[src/rtl/pipe_pkg.sv]
// Shared widths, control-bit indices and the ID/EX payload type for the 8-bit core.
package pipe_pkg;

  localparam int unsigned DATA_W = 8;
  localparam int unsigned REG_AW = 3;
  localparam int unsigned CTRL_W = 6;
  localparam int unsigned IMM_W  = 8;
  localparam int unsigned CNT_W  = 16;

  // Control bundle bit map
  localparam int unsigned REG_WRITE  = 0;
  localparam int unsigned MEM_READ   = 1;
  localparam int unsigned MEM_WRITE  = 2;
  localparam int unsigned ALU_SRC    = 3;
  localparam int unsigned MEM_TO_REG = 4;
  localparam int unsigned BRANCH     = 5;

  typedef struct packed {
    logic              valid;
    logic [REG_AW-1:0] rs;
    logic [REG_AW-1:0] rd;
    logic [REG_AW-1:0] wreg;
    logic [DATA_W-1:0] data1;
    logic [DATA_W-1:0] data2;
    logic [IMM_W-1:0]  imm;
    logic [CTRL_W-1:0] ctrl;
  } id_ex_t;

endpackage

[src/rtl/hazard_detect.sv]
// Combinational load-use hazard: a load in EX whose destination is read by the decode slot.
module hazard_detect
  import pipe_pkg::*;
(
  input  logic              ex_valid,
  input  logic              ex_mem_read,
  input  logic [REG_AW-1:0] ex_wreg,
  input  logic              id_valid,
  input  logic [REG_AW-1:0] id_rs,
  input  logic [REG_AW-1:0] id_rd,
  input  logic              id_rs_used,
  input  logic              id_rd_used,
  output logic              hz_c
);

  // Register 0 is an ordinary register here, so address 0 matches like any other.
  assign hz_c = ex_valid & ex_mem_read & id_valid &
                ((id_rs_used & (id_rs == ex_wreg)) | (id_rd_used & (id_rd == ex_wreg)));

endmodule

[src/rtl/id_ex_stage.sv]
// ID/EX pipeline register with load-use bubble insertion, EX hold and branch flush.
// Optional HAZARD_STATS_EN adds saturating stall/flush event counters.
module id_ex_stage
  import pipe_pkg::*;
(
  input  logic              clk,
  input  logic              reset,
  input  logic              id_valid,
  input  logic [REG_AW-1:0] id_rs,
  input  logic [REG_AW-1:0] id_rd,
  input  logic              id_rs_used,
  input  logic              id_rd_used,
  input  logic [REG_AW-1:0] id_wreg,
  input  logic [IMM_W-1:0]  id_imm,
  input  logic [CTRL_W-1:0] id_ctrl,
  input  logic [DATA_W-1:0] rf_data1,
  input  logic [DATA_W-1:0] rf_data2,
  input  logic              ex_hold,
  input  logic              flush,
  output logic              ex_valid,
  output logic [REG_AW-1:0] ex_rs,
  output logic [REG_AW-1:0] ex_rd,
  output logic [REG_AW-1:0] ex_wreg,
  output logic [DATA_W-1:0] ex_data1,
  output logic [DATA_W-1:0] ex_data2,
  output logic [IMM_W-1:0]  ex_imm,
  output logic [CTRL_W-1:0] ex_ctrl,
`ifdef HAZARD_STATS_EN
  output logic [CNT_W-1:0]  stall_cnt,
  output logic [CNT_W-1:0]  flush_cnt,
`endif
  output logic              stall
);

  id_ex_t ex_q;
  id_ex_t ex_d;
  logic   hz_c;

  hazard_detect u_hazard_detect (
    .ex_valid    (ex_q.valid),
    .ex_mem_read (ex_q.ctrl[MEM_READ]),
    .ex_wreg     (ex_q.wreg),
    .id_valid    (id_valid),
    .id_rs       (id_rs),
    .id_rd       (id_rd),
    .id_rs_used  (id_rs_used),
    .id_rd_used  (id_rd_used),
    .hz_c        (hz_c)
  );

  assign stall = ~reset & (hz_c | ex_hold);

  // Next-state: hold (flush still kills the slot), then flush/bubble, then capture.
  always_comb begin
    ex_d = ex_q;
    if (ex_hold) begin
      if (flush) begin
        ex_d.valid = 1'b0;
        ex_d.ctrl  = '0;
      end
    end else if (flush || hz_c) begin
      ex_d = '0;
    end else begin
      ex_d.valid = id_valid;
      ex_d.rs    = id_rs;
      ex_d.rd    = id_rd;
      ex_d.wreg  = id_wreg;
      ex_d.data1 = rf_data1;
      ex_d.data2 = rf_data2;
      ex_d.imm   = id_imm;
      ex_d.ctrl  = id_valid ? id_ctrl : '0;
    end
  end

  always_ff @(posedge clk) begin
    if (reset) ex_q <= '0;
    else       ex_q <= ex_d;
  end

  assign ex_valid = ex_q.valid;
  assign ex_rs    = ex_q.rs;
  assign ex_rd    = ex_q.rd;
  assign ex_wreg  = ex_q.wreg;
  assign ex_data1 = ex_q.data1;
  assign ex_data2 = ex_q.data2;
  assign ex_imm   = ex_q.imm;
  assign ex_ctrl  = ex_q.ctrl;

`ifdef HAZARD_STATS_EN
  // Saturating counters; a stall only counts when the bubble is actually inserted.
  always_ff @(posedge clk) begin
    if (reset) begin
      stall_cnt <= '0;
      flush_cnt <= '0;
    end else begin
      if (hz_c && !flush && !ex_hold && (stall_cnt != '1))
        stall_cnt <= stall_cnt + CNT_W'(1);
      if (flush && (flush_cnt != '1))
        flush_cnt <= flush_cnt + CNT_W'(1);
    end
  end
`endif

endmodule

[config.mk]
export PLATFORM = sky130hd
export DESIGN_NAME = id_ex_stage
export DESIGN_NICKNAME = d
export VERILOG_FILES = /design/src/rtl/pipe_pkg.sv /design/src/rtl/hazard_detect.sv /design/src/rtl/id_ex_stage.sv
export SDC_FILE = /design/constraint.sdc
export NUM_CORES = 1
export LEC_CHECK = 0
export BUFFER_PORTS_ARGS = -buffer_cell sky130_fd_sc_hd__buf_2
export CAP_MARGIN = 0
export CORE_MARGIN = 2
export CORE_UTILIZATION = 45
export DETAILED_ROUTE_END_ITERATION = 12
export GPL_TIMING_DRIVEN = 0
export PLACE_DENSITY = 0.83
export SYNTH_ARGS = -nofsm -noshare
export SYNTH_HDL_FRONTEND = slang
export SYNTH_SLANG_ARGS = --single-unit
export TNS_END_PERCENT = 1
[constraint.sdc]
create_clock -name clk -period 3.5 [get_ports clk]
set_input_delay 0.35 -clock clk [delete_from_list [all_inputs] [get_ports clk]]
set_output_delay 0.35 -clock clk [all_outputs]
set_load 0.05 [all_outputs]
==> flow_summary.yaml <==
synth:
  synth_area_leaders: "dfxtp_1 (56%), a32o_1 (23%), nand2_1 (3.9%), xnor2_1 (3.7%), buf_8 (3.1%)"
  netlist.area_leader.share: 0.5594
  ys_top_cells_by_count: "dfxtp_1 (40), a32o_1 (33), nand2_1 (15)"
  seq_area_frac_synth: 0.5594
  syn_area_mm2: 0.001431
  ys_async_sr_fraction: 0
  yosysMostFrequentCell: "dfxtp_1"
  synth_edf_count: 0
  synth_cell_types: 19
  netlist_instances: 124
  avgSynthCellArea_um2: 11.54
  ys_ff_latch: 40
  synth_nets: 170
  synthFlopType: "dfxtp_1"
  synth_warnings: 0
  synth.largest_area_cell: "dfxtp_1"
setup_path:
  crit_path_max_incr_delay_ns: 0.45
  cp_slowest_cell: "dfxtp_1"
  path_class: "flop to primary output"
  path_cells: "xnor2_1 > nand4_1 > a21o_1 > buf_6 > buf_8 > a21oi_1 > buf_2"
  regToRegEndpoint: "ex_rd[2]$_SDFFE_PP0N_"
  worstSetupEndpointType: "primary output"
  crit_buf_inv: 3
  ff2ff_setup_slack_ns: 1.97
  cp.arrival_ns: 1.95
  r2r-start: "ex_wreg[1]$_SDFFE_PP0N_"
  r2r_cells: 6
  crit_required_ns: 3.15
  cp_max_fo: 10
  worst_setup_path_start_kind: "flop"
  path_delay_family: "buffers and inverters"
sta:
  setup_tns_ns: 0
  maxSlewViolCount: 0
  fin_skew_ns: 0.007396
  finalHoldViolations: 0
  slew-limit-headroom: 0.4841
  rsz0062_at_grt: "no"
  setup_viol_count_final: 0
  worst-slew-pin-transition_ns: 0.7679
  min_period_over_period: 0.6562
  period_needed_ns: 2.297
  fmax_ghz: 0.4354
grt:
  grt_pass1_vias: 1225
  grt_max_degree: 12
  grt_pass1_wl_um: 5106
  grt_use_total: 0.1893
  gr-total-overflow: 0
  antenna_found_initial: 0
floorplan:
  rows: 20
  core_mm2: 0.003028
  die_h_um: 60.40
  start_util: 0.4727
  io_pins: 87
  die_area_mm2: 0.003648
  die_w_um: 60.40
run:
  cap_violations: 0
clocking:
  cts.sinks: 40
  cts_root_buf: "clkbuf_4"
  h-tree-depth: 2
  cts_max_path_buffers: 2
  cts_resized: 0
  clock_latency_ns: 0.34
  cts_tree: "built"
  cts_made_buffers: 5
  hold_buffers: 0
  clkTransAtPathRegs_ns: 0.11
  post_cts_buffers: 0
pwr:
  intPower_uw: 634.1
  leakage_nw: 0.9209
  swShare: 0.2758
  power_switching_uw: 241.5
  p_comb_frac: 0.165
  clockPowerShare: 0.286
  p_per_area_mw_per_mm2: 441.8
  ir_drop_mv: 0.3649
  total_power_uw: 875.6
  power_frac_seq: 0.549
place:
  gp_congestion: 0.7751
  hpwl_um: 2602
  port_buffers: 86
drt:
  drc: 0
  postRouteAntennaNets: 0
  drt_wl_total_um: 3389
  first_pass_iters: 4
  drtIter0Drc: 76
  wl_per_cell_um: 12.98
  vias: 1353
  vias_per_cell: 5.184
outcome:
  status: "completed"
hold_path:
  whs_endpoint: "ex_data2[7]$_SDFFE_PP0N_"
  hp-class: "primary input to flop"
  min_path_cells: 2
  min_from: "rf_data2[7]"
finish:
  drive_above_1_share: 0.4654
  final_util: 0.6545
  syn_to_final_growth_pct: 38.46
  diodes: 0
  nets: 263
-- sequential cells by signal, indices dropped and copies added, names as in the netlist --
signal,cells
ex_data1,8
ex_wreg,3
ex_imm,8
ex_rd,3
ex_valid,1
ex_data2,8
ex_ctrl,6
ex_rs,3
-- cell type report --
class / count / area, µm²
inverters: 1 / 3.754
clock buffers: 7 / 65.06
repair buffers: 86 / 430.4
fillers: 278 / 1046
well taps: 44 / 55.05
plain buffers: 12 / 92.59
multi-input cells: 71 / 534.3
flip-flops and latches: 40 / 800.8
-- worst max-delay path by stage --
| stage | slack (ns) | end | depth (start not counted) | from |
|---|---|---|---|---|
| 3_5_place_dp | 1.50 | stall | 8 | id_rs[0] |
| 2_1_floorplan | 0.95 | stall | 6 | ex_wreg[0]$_SDFFE_PP0N_ |
| 3_3_place_gp | 1.52 | stall | 8 | id_rd[0] |
| 4_1_cts | 1.19 | stall | 7 | ex_wreg[1]$_SDFFE_PP0N_ |
| 5_1_grt | 1.06 | stall | 7 | ex_wreg[0]$_SDFFE_PP0N_ |
| 6_report | 1.20 | stall | 7 | ex_wreg[1]$_SDFFE_PP0N_ |
-- power by group through the flow --
stage / sequential, mW / clock (mW) / combinational (mW)
after floorplan: 0.549 / 0 / 0.0355
after detailed placement: 0.491 / 0 / 0.145
final: 0.481 / 0.250 / 0.144
after global routing: 0.483 / 0.279 / 0.153
after global placement: 0.491 / 0 / 0.144
after CTS: 0.481 / 0.258 / 0.145
-- logic make-up (layout without fill, tap and decap cells) --
group,count (synthesis),in the layout,synth area share
xor gates and xnor gates,6,6,0.03671
DFF,40,40,0.5594
AOI/OAI and AO/OA,43,43,0.2675
buffers and inverters,13,106,0.06731
and+or+nand+nor,22,22,0.06905
-- per-stage QoR --
stage          hold slack, ns  std cells  area, µm²  worst slack (ns)
2_1_floorplan          0.4656        124       1431            0.9467
5_1_grt                0.2195        261       1982             1.059
3_5_place_dp           0.4372        254       1917             1.503
4_1_cts                0.2309        261       1982             1.188
6_report               0.2399        261       1982             1.203
3_3_place_gp           0.4335        254       1917             1.516
-- per-layer routing --
| layer | part of all wire | vias to the layer above | global-route usage |
|---|---|---|---|
| met5 | 0 | - | 0 |
| met4 | 0.015 | 0 | 0.08254 |
| met3 | 0.092 | 8 | 0.06610 |
| met2 | 0.47 | 61 | 0.3183 |
| met1 | 0.42 | 616 | 0.2182 |
| li1 | - | 668 | - |
-- placed cells by master (no fill, tap or decap), types with 2 or more instances in the layout --
cell type   n
xnor2_1     6
clkbuf_4    5
dfxtp_1    40
buf_2      88
clkbuf_8    2
a32o_1     33
o21ai_0     7
nand4_1     2
nand2_1    15
buf_8       3
clkbuf_1    5
a21oi_1     2
No activity file was read; power rests on OpenSTA's default activity.
